`src/rtl/msg_framer_pkg.sv`:
```
// msg_framer_pkg: shared types and constants for the multi-channel message framer.
//   chan_state_e  - per-channel framing state (IDLE/HEAD/DATA/TAIL)
//   ERR_*         - err_code values reported on the err pulse
package msg_framer_pkg;

    typedef enum logic [1:0] {
        ST_IDLE = 2'b00,
        ST_HEAD = 2'b01,
        ST_DATA = 2'b10,
        ST_TAIL = 2'b11
    } chan_state_e;

    localparam logic [1:0] ERR_BAD_CH      = 2'b00;
    localparam logic [1:0] ERR_ORPHAN      = 2'b01;
    localparam logic [1:0] ERR_NESTED_HEAD = 2'b10;
    localparam logic [1:0] ERR_OVERFLOW    = 2'b11;

endpackage

```
`src/rtl/msg_chan_fsm.sv`:
```
// msg_chan_fsm: framing state machine and beat counter for one channel.
//   clock, reset_n : clock and asynchronous active-low reset
//   beat           : a valid beat addressed to this channel
//   head, tail     : beat framing flags
//   state, len     : current (registered) state and length
//   done, err, code: combinational completion/error indications for this beat
module msg_chan_fsm
    import msg_framer_pkg::*;
#(
    parameter int unsigned MAX_LEN = 16,
    parameter int unsigned LEN_W   = $clog2(MAX_LEN + 1)
) (
    input  logic             clock,
    input  logic             reset_n,
    input  logic             beat,
    input  logic             head,
    input  logic             tail,
    output chan_state_e      state,
    output logic [LEN_W-1:0] len,
    output logic             done,
    output logic             err,
    output logic [1:0]       code
);

    chan_state_e      state_q, state_d;
    logic [LEN_W-1:0] len_q, len_d;

    always_ff @(posedge clock or negedge reset_n) begin
        if (!reset_n) begin
            state_q <= ST_IDLE;
            len_q   <= '0;
        end else begin
            state_q <= state_d;
            len_q   <= len_d;
        end
    end

    always_comb begin
        state_d = state_q;
        len_d   = len_q;
        done    = 1'b0;
        err     = 1'b0;
        code    = ERR_BAD_CH;
        if (beat) begin
            if (head) begin
                // A head always starts a fresh message; inside an open one it
                // additionally flags the abandoned message.
                if (state_q == ST_HEAD || state_q == ST_DATA) begin
                    err  = 1'b1;
                    code = ERR_NESTED_HEAD;
                end
                len_d   = LEN_W'(1);
                state_d = tail ? ST_TAIL : ST_HEAD;
                done    = tail;
            end else begin
                unique case (state_q)
                    ST_HEAD, ST_DATA: begin
                        if (len_q == LEN_W'(MAX_LEN)) begin
                            err     = 1'b1;
                            code    = ERR_OVERFLOW;
                            state_d = ST_IDLE;
                            len_d   = '0;
                        end else begin
                            len_d   = len_q + LEN_W'(1);
                            state_d = tail ? ST_TAIL : ST_DATA;
                            done    = tail;
                        end
                    end
                    default: begin
                        err     = 1'b1;
                        code    = ERR_ORPHAN;
                        state_d = ST_IDLE;
                        len_d   = '0;
                    end
                endcase
            end
        end
    end

    assign state = state_q;
    assign len   = len_q;

endmodule

```
`src/rtl/msg_framer_mc.sv`:
```
// msg_framer_mc: multi-channel message framing checker.
//   clock, reset_n          : clock and asynchronous active-low reset
//   valid, head, tail, ch   : incoming beat and its channel
//   msg_ip                  : per-channel message-in-progress flags
//   done, done_ch, done_len : registered completion pulse with channel and length
//   err, err_ch, err_code   : registered framing-error pulse with channel and code
module msg_framer_mc
    import msg_framer_pkg::*;
#(
    parameter  int unsigned NUM_CH  = 4,
    parameter  int unsigned MAX_LEN = 16,
    localparam int unsigned CH_W    = (NUM_CH > 1) ? $clog2(NUM_CH) : 1,
    localparam int unsigned LEN_W   = $clog2(MAX_LEN + 1)
) (
    input  logic              clock,
    input  logic              reset_n,
    input  logic              valid,
    input  logic              head,
    input  logic              tail,
    input  logic [CH_W-1:0]   ch,
    output logic [NUM_CH-1:0] msg_ip,
    output logic              done,
    output logic [CH_W-1:0]   done_ch,
    output logic [LEN_W-1:0]  done_len,
    output logic              err,
    output logic [CH_W-1:0]   err_ch,
    output logic [1:0]        err_code
);

    localparam logic [CH_W:0] NUM_CH_L = (CH_W + 1)'(NUM_CH);

    chan_state_e      chan_state [NUM_CH];
    logic [LEN_W-1:0] chan_len   [NUM_CH];
    logic [1:0]       chan_code  [NUM_CH];
    logic [NUM_CH-1:0] chan_done, chan_err;

    logic ch_ok;
    assign ch_ok = ({1'b0, ch} < NUM_CH_L);

    for (genvar g = 0; g < NUM_CH; g++) begin : g_chan
        msg_chan_fsm #(
            .MAX_LEN (MAX_LEN),
            .LEN_W   (LEN_W)
        ) u_fsm (
            .clock   (clock),
            .reset_n (reset_n),
            .beat    (valid && (ch == CH_W'(g))),
            .head    (head),
            .tail    (tail),
            .state   (chan_state[g]),
            .len     (chan_len[g]),
            .done    (chan_done[g]),
            .err     (chan_err[g]),
            .code    (chan_code[g])
        );
        assign msg_ip[g] = (chan_state[g] == ST_HEAD) || (chan_state[g] == ST_DATA);
    end

    logic             done_d, err_d;
    logic [1:0]       code_d;
    logic             done_q, err_q;
    logic [CH_W-1:0]  done_ch_q, err_ch_q;
    logic [1:0]       err_code_q;

    // At most one channel is addressed per cycle, so OR-merging is a clean mux.
    always_comb begin
        done_d = 1'b0;
        err_d  = 1'b0;
        code_d = ERR_BAD_CH;
        for (int unsigned i = 0; i < NUM_CH; i++) begin
            if (chan_done[i]) done_d = 1'b1;
            if (chan_err[i]) begin
                err_d  = 1'b1;
                code_d = chan_code[i];
            end
        end
        if (valid && !ch_ok) begin
            err_d  = 1'b1;
            code_d = ERR_BAD_CH;
        end
    end

    always_ff @(posedge clock or negedge reset_n) begin
        if (!reset_n) begin
            done_q     <= 1'b0;
            done_ch_q  <= '0;
            err_q      <= 1'b0;
            err_ch_q   <= '0;
            err_code_q <= '0;
        end else begin
            done_q     <= done_d;
            done_ch_q  <= done_d ? ch : '0;
            err_q      <= err_d;
            err_ch_q   <= err_d ? ch : '0;
            err_code_q <= err_d ? code_d : '0;
        end
    end

    // The completing channel's length register already holds the new length
    // for the whole pulse cycle, so it is selected instead of being copied.
    always_comb begin
        done_len = '0;
        for (int unsigned i = 0; i < NUM_CH; i++) begin
            if (done_q && (done_ch_q == CH_W'(i))) done_len = chan_len[i];
        end
    end

    assign done     = done_q;
    assign done_ch  = done_ch_q;
    assign err      = err_q;
    assign err_ch   = err_ch_q;
    assign err_code = err_code_q;

endmodule

```
`config.mk`:
```
export PLATFORM = sky130hd
export DESIGN_NAME = msg_framer_mc
export DESIGN_NICKNAME = d
export VERILOG_FILES = /design/src/rtl/msg_framer_pkg.sv /design/src/rtl/msg_chan_fsm.sv /design/src/rtl/msg_framer_mc.sv
export SDC_FILE = /design/constraint.sdc
export NUM_CORES = 1
export LEC_CHECK = 0
export BUFFER_PORTS_ARGS = -buffer_cell sky130_fd_sc_hd__buf_2
export CORE_ASPECT_RATIO = 1.75
export CORE_MARGIN = 1.5
export CORE_UTILIZATION = 36
export CTS_CLUSTER_SIZE = 16
export DETAILED_ROUTE_END_ITERATION = 6
export PLACE_DENSITY_LB_ADDON = 0.05
export SLEW_MARGIN = 15
export SYNTH_ARGS = -nofsm -noshare
export SYNTH_HDL_FRONTEND = slang
export SYNTH_SLANG_ARGS = --single-unit
```
`constraint.sdc`:
```
create_clock -name clock -period 1.6 [get_ports clock]
set_input_delay 0.24 -clock clock [delete_from_list [all_inputs] [get_ports clock]]
set_output_delay 0.24 -clock clock [all_outputs]
set_load 0.005 [all_outputs]
```
* Word level (Yosys, flattened, before mapping)
Cells that the tools add are included.
Widths: inputs -> output; s select.
** Operators by class
- Add/sub/neg operators :: 4
- Multiply operators :: 0
- Div/mod/pow operators :: 0
- Order comparisons :: 0
- Equality and inequality tests :: 18
- Shifts and indexed selects :: 0
- Mux-type cells :: 101
- Bitwise operators :: 0
- Reductions and logical operators :: 18
** Operators with widths (count)
- $mux 2 :: 40
- $mux 5 :: 16
- $mux 1 :: 45
- $add 5x1->5 const B :: 4
- $eq 5x5->1 const B :: 4
- $eq 2x2->1 const B :: 8
- $eq 2x1->1 const B :: 6
- $logic_and 1x1->1 :: 8
- $reduce_or 2->1 :: 4
- $logic_not 2->1 :: 2
- $logic_or 1x1->1 :: 4
** Storage, ports and cells
- Bits in registers :: 36
- Latch bits :: 0
- RAM bits :: 0
- Memory bits (read-only) :: 0
- Bits of input ports :: 7
- Output and inout port bits :: 17
- Logic and storage cells :: 154
- Memories kept :: 0

* Depth between registers and ports, before layout
Gate-level depths: netlist (run 1).
- Word-level depth :: 10
- Gate-level depth with buffers :: 7

* Modules after synthesis
Synthesis (run 1) repeated with hierarchy kept, for this count alone.
** Unflattened totals
- Cell total of the unflattened synthesis :: 243
- Area, all modules :: 2585.0 um2
** By module, submodules not included
- msg_chan_fsm (g_chan[0].u_fsm ...) :: times used 2, cells an instance 48, area each 518.0 um2, seq. area each 175.2 um2
- msg_framer_mc :: times used 1, cells an instance 45, area each 533.0 um2, seq. area each 200.2 um2
- msg_chan_fsm (g_chan[2].u_fsm) :: times used 1, cells an instance 51, area each 518.0 um2, seq. area each 175.2 um2
- msg_chan_fsm (g_chan[3].u_fsm) :: times used 1, cells an instance 51, area each 498.0 um2, seq. area each 175.2 um2

* Least setup slack after synthesis (run 1)
No wires, ideal clock.
- Path kind :: reg2reg
- Start :: register g_chan[1].u_fsm.len_q[0]
- End :: register err_code_q[1], in the netlist err_code[1]
- Library setup time :: 145 ps
- Arrival time :: 1574 ps
- Data required time :: 1455 ps
- Path slack :: -120 ps
- Cell stages (with the launch flop) :: 8
- Path buffers :: 1
- Path through :: dfrtp_1 -> inv_1 -> ha_1 -> and4bb_1 -> or3_1 -> buf_6 -> a221oi_2 -> o311ai_1
** Between the ends
- Cells in the longest elaborated chain, start to end :: 9
- Elaborated cells between the ends (all ways) :: 16
** Ends and longest elaborated chain
- from (decl) :: RTL line msg_chan_fsm.sv:26 : logic [LEN_W-1:0] len_q, len_d;
- from (signal assigned) :: RTL line msg_chan_fsm.sv:34 : len_q <= len_d;
- $eq 5x5->1 (*) :: RTL line msg_chan_fsm.sv:58 : if (len_q == LEN_W'(MAX_LEN)) begin
- $mux 2 / $mux 1 (equally long branches) :: RTL line msg_chan_fsm.sv:58
- $mux 2 / $mux 1 (equally long branches) :: RTL line msg_chan_fsm.sv:56 : unique case (state_q)
- $mux 2 / $mux 1 (equally long branches) :: RTL line msg_chan_fsm.sv:45 : if (head) begin
- $mux 2 / $mux 1 (equally long branches) :: RTL line msg_chan_fsm.sv:44 : if (beat) begin
- $mux 2 / $mux 1 (equally long branches) (3 in series) :: RTL line msg_framer_mc.sv:72 : if (chan_err[i]) begin
- $mux 2 (*) :: RTL line msg_framer_mc.sv:95 : err_code_q <= err_d ? code_d : '0;
- to (signal assigned) :: RTL line msg_framer_mc.sv:95
- to (decl) :: RTL line msg_framer_mc.sv:63 : logic [1:0] err_code_q;
Every way passes the cells marked *; elsewhere a longest branch is shown, timed or not.
A chain may end at the register's enable or synchronous reset.

* Final worst setup path (run 1)
- Start :: register g_chan[3].u_fsm.len_q[1]
- End :: output port done_len[1]
** Between the ends
- Cells in the longest elaborated chain, start to end :: 1
** Ends and longest elaborated chain
- from (decl) :: RTL line msg_chan_fsm.sv:26
- from (signal assigned) :: RTL line msg_chan_fsm.sv:34
- $mux 5 :: RTL line msg_framer_mc.sv:104 : if (done_q && (done_ch_q == CH_W'(i))) done_len = chan_len[i];
- to (decl) :: RTL line msg_framer_mc.sv:24 : output logic [LEN_W-1:0] done_len,
No other way between the ends.

==> flow_summary.json, run 1 <==
{
  "status": "complete, but fails checks",
  "failed_checks": "hold timing, setup timing",
  "routed_wl_um": 6210,
  "startpoint_type": "register",
  "yosysWarnings": 0,
  "synth_cell_types": 49,
  "finalCriticalPeriod_ps": 1800,
  "synthAdderAreaFrac": 0.0473,
  "die_h_um": 104,
  "gp_congestion": 0.796,
  "rows": 36,
  "hold_violations": 14,
  "final_cell_mix": "37 x buf_4, 35 x dfrtp_1, 20 x nor2_1, 20 x buf_2, 18 x nand2_1",
  "fin_crit_sh": 1.13,
  "total_power_mw": 3.50,
  "synth_top_family_by_area": "simple AND/OR/NAND/NOR gates",
  "path_max_fanout": 4,
  "hold-worst-slack_ps": -15.4,
  "grt_pass1_vias": 1923,
  "port_buffers": 23,
  "slew_violations": 0,
  "ant_nets": 0,
  "dp_slack_ps": -155,
  "design.die.area_mm2": 0.00637,
  "cts_made_buffers": 5,
  "drc": 0,
  "htree_levels": 2,
  "layout.nets": 289,
  "syn_inst": 212,
  "start_util": 0.376,
  "setup_tns_ps": -1220,
  "clockPowerShare": 0.232,
  "p_leak_nw": 1.39,
  "clk_latency_ps": 300,
  "grt.overflow.total": 0,
  "ys_seq_area_frac": 0.426,
  "p_sw_frac": 0.344,
  "clock_tree.root_cell": "clkbuf_8",
  "power_frac_seq": 0.355,
  "ctsHoldBuffers": 0,
  "clock-sinks": 36,
  "maxSlewHeadroom": 0.672,
  "synth_seq_cells": 36,
  "diodes": 0,
  "setup_violations": 12,
  "critPathKind": "register to primary output",
  "async_flop_share": 1.00,
  "synth-compound-area-share": 0.143,
  "dp_hpwl_um": 4530,
  "synth-simple-area-share": 0.207,
  "firstDrtPassIters": 4,
  "worstHoldPathType": "input port to asynchronous set/reset pin",
  "antenna_found_initial": 0,
  "grt_max_degree": 37,
  "required_ps": 1360,
  "synth_fp_nets": 227,
  "worst_pin_slew_ps": 493,
  "final_layout_size_suffix_gt1_frac": 0.415,
  "fmax_mhz": 555,
  "p_switching_mw": 1.20,
  "cts_max_path_buffers": 2,
  "cts_tree": "yes",
  "fillerInstances": 512,
  "p_per_area_mw_per_mm2": 1180,
  "yosys_most_used_dff": "dfrtp_1",
  "synth-edff-count": 0,
  "pwr-share-comb": 0.413,
  "post_drt_via_cell_ratio": 5.29,
  "track_usage": 0.204,
  "final_common_cell": "buf_4",
  "coreArea_mm2": 0.00563,
  "synthMuxAreaShare": 0.0603,
  "reg2reg_depth": 6,
  "crit_arrival_ps": 1560,
  "max-cap-violations": 0,
  "vias": 1858,
  "die_w_um": 61.0,
  "layout_setup_ws_ps": -200,
  "irDropWorstVdd_mv": 0.564,
  "drtIter0Drc": 46,
  "rsz0062_at_grt": "true",
  "p_int_mw": 2.30,
  "clk_pin_slew_ps": 80,
  "syn_area_per_cell_um2": 9.99,
  "mappedNetlistArea_mm2": 0.00212,
  "clock_skew_ps": 12.3,
  "synth_xor_area_frac": 0.0573,
  "cp-end-kind": "primary output",
  "io-pin-count": 24,
  "syn_to_final_growth_pct": 40.0,
  "routedWlPerCell_um": 17.7,
  "grt_pass1_wl_um": 9540
}
==> metrics by stage <==
stage	std cells	util	hold WS (ps)	area (µm²)
3_3_place_gp	337	0.451	310	2540
5_1_grt	351	0.526	29.3	2960
4_1_cts	348	0.494	1.69	2780
2_1_floorplan	212	-	-55.6	2120
6_report	351	0.526	-15.4	2960
3_5_place_dp	337	0.451	317	2540
==> critical path: stages (launching register included) <==
cell and delay [ps]:
dfrtp_1 390, buf_4 150, mux4_2 460, and2_4 150, buf_6 110
==> flip-flops by register name, indices dropped and copies added, names as in the netlist <==
signal and flops:
err_code 2, err_ch 2, g_chan.u_fsm.len 20, done_ch 2, done 1, err 1
g_chan.u_fsm.state 8
==> kinds of logic after synthesis <==
logic type	Yosys count
simple gates	78
flops	36
compound gates	44
fa+ha+maj	8
xor+xnor	13
buf+inv	27
mux	6
==> final timing paths <==
kind                                                      start                                   end  slack [ps]
min reg2reg                g_chan[1].u_fsm.state[0]$_DFFE_PN0P_  g_chan[1].u_fsm.state[0]$_DFFE_PN0P_         520
max reg2reg                  g_chan[1].u_fsm.len[0]$_DFFE_PN0P_                 err_code[1]$_DFF_PN0_        -170
max in group asynchronous                               reset_n                  done_ch[1]$_DFF_PN0_        1250
max                          g_chan[3].u_fsm.len[1]$_DFFE_PN0P_                           done_len[1]        -200
min in group clock                                        ch[1]                   err_ch[1]$_DFF_PN0_         270
min                                                     reset_n    g_chan[2].u_fsm.len[1]$_DFFE_PN0P_         -20
==> final cells by class <==
type	instances	area, µm²	area share
clock buffers	5	68.8	0.0232
clock inverters	3	42.5	0.0144
inverters	16	62.6	0.0211
multi-input cells	149	1310	0.442
flip-flops and latches	36	902	0.304
well taps	76	95.1	0.0321
repair buffers	66	483	0.163
==> power by group through the flow <==
stage	Combinational, mW	Clock (mW)	Sequential, mW
after floorplan	0.587	0	1.23
after global placement	1.13	0	1.22
after detailed placement	1.16	0	1.23
after CTS	1.27	0.830	1.22
after global routing	1.59	0.858	1.27
final	1.45	0.812	1.24
==> synth_stat cells (2+ instances only) <==
master	number	area, µm²
a211oi_1	2	15.0
a21o_1	2	15.0
nand4_1	6	37.5
xor2_1	9	78.8
a32o_1	2	20.0
buf_6	2	22.5
o22ai_1	2	12.5
buf_2	5	25.0
o31a_1	2	17.5
o21ai_0	9	45.0
nand3_1	3	15.0
mux4_2	4	90.1
a21oi_1	11	55.1
nor3_1	6	30.0
inv_1	16	60.1
nand2_1	18	67.6
and4bb_2	3	37.5
o22a_1	2	17.5
dfrtp_1	36	901
and2_1	6	37.5
and3_1	3	18.8
xnor2_1	3	26.3
ha_1	8	100
nor2_1	22	82.6
a31oi_1	4	25.0
clkbuf_1	3	11.3
==> metal layers <==
layer / up-vias / share of wire / GRT usage
met1: 929 / 0.39 / 0.228
met2: 39 / 0.57 / 0.366
met5: - / 0 / 0
li1: 879 / - / -
met4: 0 / 0.021 / 0.0761
met3: 11 / 0.024 / 0.0323
==> what timing repair did <==
item / CTS / global route
pin swaps: 8 / 9
setup endpoints to repair: 17 / 32
setup buffers: 3 / 3
resized for setup: 25 / 26
Note: power is estimated with default switching activity, not from simulation.
==> run 2: changes to the inputs <==
--- a/config.mk
+++ b/config.mk
@@ -12,6 +12,7 @@
 export CTS_CLUSTER_SIZE = 16
 export DETAILED_ROUTE_END_ITERATION = 6
 export PLACE_DENSITY_LB_ADDON = 0.05
+export SKIP_LAST_GASP = 1
 export SLEW_MARGIN = 15
 export SYNTH_ARGS = -nofsm -noshare
 export SYNTH_HDL_FRONTEND = slang
==> constraint.sdc (replaced) <==
create_clock -name clock -period 1.4 [get_ports clock]
set_input_delay 0.21 -clock clock [delete_from_list [all_inputs] [get_ports clock]]
set_output_delay 0.21 -clock clock [all_outputs]
set_load 0.005 [all_outputs]
==> run 2 against run 1 <==
The flow finishes with violations (setup timing). Sequential cell count unchanged. Core utilization up 7.2 points. Cell count increased by 9.7%. Worst setup slack worse by 170 ps. Die area did not move. Count of clock-buffer cells in the layout increased by 1. Clock power fell by 3.9%. Largest power group unchanged. Worst hold slack better by 280 ps. Wire length grew 4.7%.
==> flow_summary.json, run 2 (same netlist as run 1, synthesis figures left out) <==
{
  "clock-sinks": 36,
  "crit_slowest_cell": "mux4_2",
  "largest_reg_flops": 20,
  "hold-worst-slack_ps": 264,
  "start_util": 0.376,
  "drtIter0Drc": 70,
  "clock_skew_ps": 8.61,
  "hold_violations": 0,
  "p_leak_nw": 1.56,
  "failed_checks": "setup timing",
  "power_frac_seq": 0.321,
  "setup_violations": 34,
  "slew_violations": 0,
  "htree_levels": 2,
  "whs_path_depth": 3,
  "reg2reg_depth": 7,
  "path_max_fanout": 3,
  "clk_pin_slew_ps": 80,
  "irDropWorstVdd_mv": 0.612,
  "placed_cell_area_mm2": 0.00275,
  "die_h_um": 104,
  "coreArea_mm2": 0.00563,
  "cts_made_buffers": 5,
  "final_layout_size_suffix_gt1_frac": 0.553,
  "fin_crit_sh": 1.26,
  "finalCriticalPeriod_ps": 1770,
  "syn_to_final_growth_pct": 59.1,
  "cp-end-kind": "primary output",
  "cp_cell_sequence": "buf_4 -> mux4_2 -> and2_1 -> buf_2",
  "p_int_mw": 2.81,
  "total_power_mw": 4.33,
  "routedWlPerCell_um": 16.9,
  "grt_pass1_wl_um": 10200,
  "antenna_found_initial": 0,
  "clockPowerShare": 0.180,
  "vias": 2045,
  "clock_tree.root_cell": "clkbuf_8",
  "finish.instance_area_mm2": 0.00337,
  "gp_congestion": 0.798,
  "layout_setup_ws_ps": -370,
  "cts_tree": "yes",
  "post_drt_via_cell_ratio": 5.31,
  "p_per_area_mw_per_mm2": 1280,
  "critPathKind": "register to primary output",
  "dp_slack_ps": -345,
  "ant_nets": 0,
  "drc": 0,
  "r2r_start": "g_chan[1].u_fsm.len[0]$_DFFE_PN0P_",
  "pwr-share-comb": 0.498,
  "status": "complete, but fails checks",
  "cts_max_path_buffers": 2,
  "worstHoldPathType": "input port to register",
  "final_cell_mix": "60 x buf_4, 35 x dfrtp_1, 19 x buf_2",
  "required_ps": 1190,
  "maxSlewHeadroom": 0.695,
  "max-cap-violations": 0,
  "startpoint_type": "register",
  "fmax_mhz": 565,
  "rows": 36,
  "firstDrtPassIters": 4,
  "p_sw_frac": 0.350,
  "setup_tns_ps": -5080,
  "r2r_slack_ps": -330,
  "clk_latency_ps": 290,
  "whs_endpoint": "err_code[0]$_DFF_PN0_",
  "die_w_um": 61.0,
  "dp_hpwl_um": 4790,
  "worst_pin_slew_ps": 457,
  "port_buffers": 23,
  "routed_wl_um": 6500,
  "diodes": 0,
  "grt_max_degree": 20,
  "hold_path.startpoint": "ch[0]",
  "r2r_end": "g_chan[1].u_fsm.len[4]$_DFFE_PN0P_",
  "grt_pass1_vias": 2081,
  "worst_path_largest_cell_delay_ps": 450,
  "io-pin-count": 24,
  "rsz0062_at_grt": "true",
  "design.die.area_mm2": 0.00637,
  "final_common_cell": "buf_4",
  "crit_arrival_ps": 1560,
  "track_usage": 0.217,
  "grt.overflow.total": 0,
  "layout.nets": 323,
  "p_switching_mw": 1.51
}
run 2: stage by stage:
stage,utilization,instances
2_1_floorplan,-,212
3_3_place_gp,0.489,356
3_5_place_dp,0.489,356
4_1_cts,0.550,375
5_1_grt,0.598,385
6_report,0.598,385
run 2: how the worst max path moves through the flow:
stage,from,end,slack (ps)
floorplan,g_chan[1].u_fsm.len[0]$_DFFE_PN0P_,err_code[1]$_DFF_PN0_,-300
CTS,done_ch[1]$_DFF_PN0_,done_len[0],-360
detailed placement,g_chan[1].u_fsm.len[0]$_DFFE_PN0P_,g_chan[1].u_fsm.len[4]$_DFFE_PN0P_,-340
global route,done_ch[1]$_DFF_PN0_,done_len[1],-410
finish,g_chan[3].u_fsm.len[0]$_DFFE_PN0P_,done_len[0],-370
global placement,g_chan[1].u_fsm.len[0]$_DFFE_PN0P_,g_chan[1].u_fsm.len[4]$_DFFE_PN0P_,-250
run 2: area by class of cell:
cell class	instances	area [µm²]
clock inverter	2	10.0
fill	505	2260
inverter	16	62.6
tap	76	95.1
timing repair buffer	100	802
sequential	36	902
multi-input combinational	149	1410
clock buffer	6	82.6
run 2: power by group through the flow:
stage / combinational [mW] / clock [mW] / sequential [mW]
6_report: 2.16 / 0.780 / 1.39
5_1_grt: 2.34 / 0.833 / 1.41
4_1_cts: 1.85 / 0.807 / 1.38
3_5_place_dp: 1.48 / 0 / 1.39
3_3_place_gp: 1.44 / 0 / 1.38
2_1_floorplan: 0.717 / 0 / 1.41
run 2: routing by layer:
metal  up-vias  part of all wire  global-route usage
met3        27             0.030              0.0448
li1        944                 -                   -
met1      1017              0.36               0.235
met4         0             0.034               0.107
met2        57              0.57               0.378
met5         -                 0                   0
run 2: critical path, delay by kind of cell, from the launching register on:
family | cells | cell delay, ps
buf+inv | 2 | 270
flops | 1 | 400
mux | 1 | 450
simple gates | 1 | 150
run 2: repair_timing:
| item | CTS | global route |
|---|---|---|
| pin swaps | 21 | 28 |
| setup buffers | 12 | 13 |
| hold endpoints to repair | 18 | 0 |
| resized for setup | 41 | 46 |
| endpoints found under the setup margin | 38 | 44 |
| hold buffers | 1 | 0 |
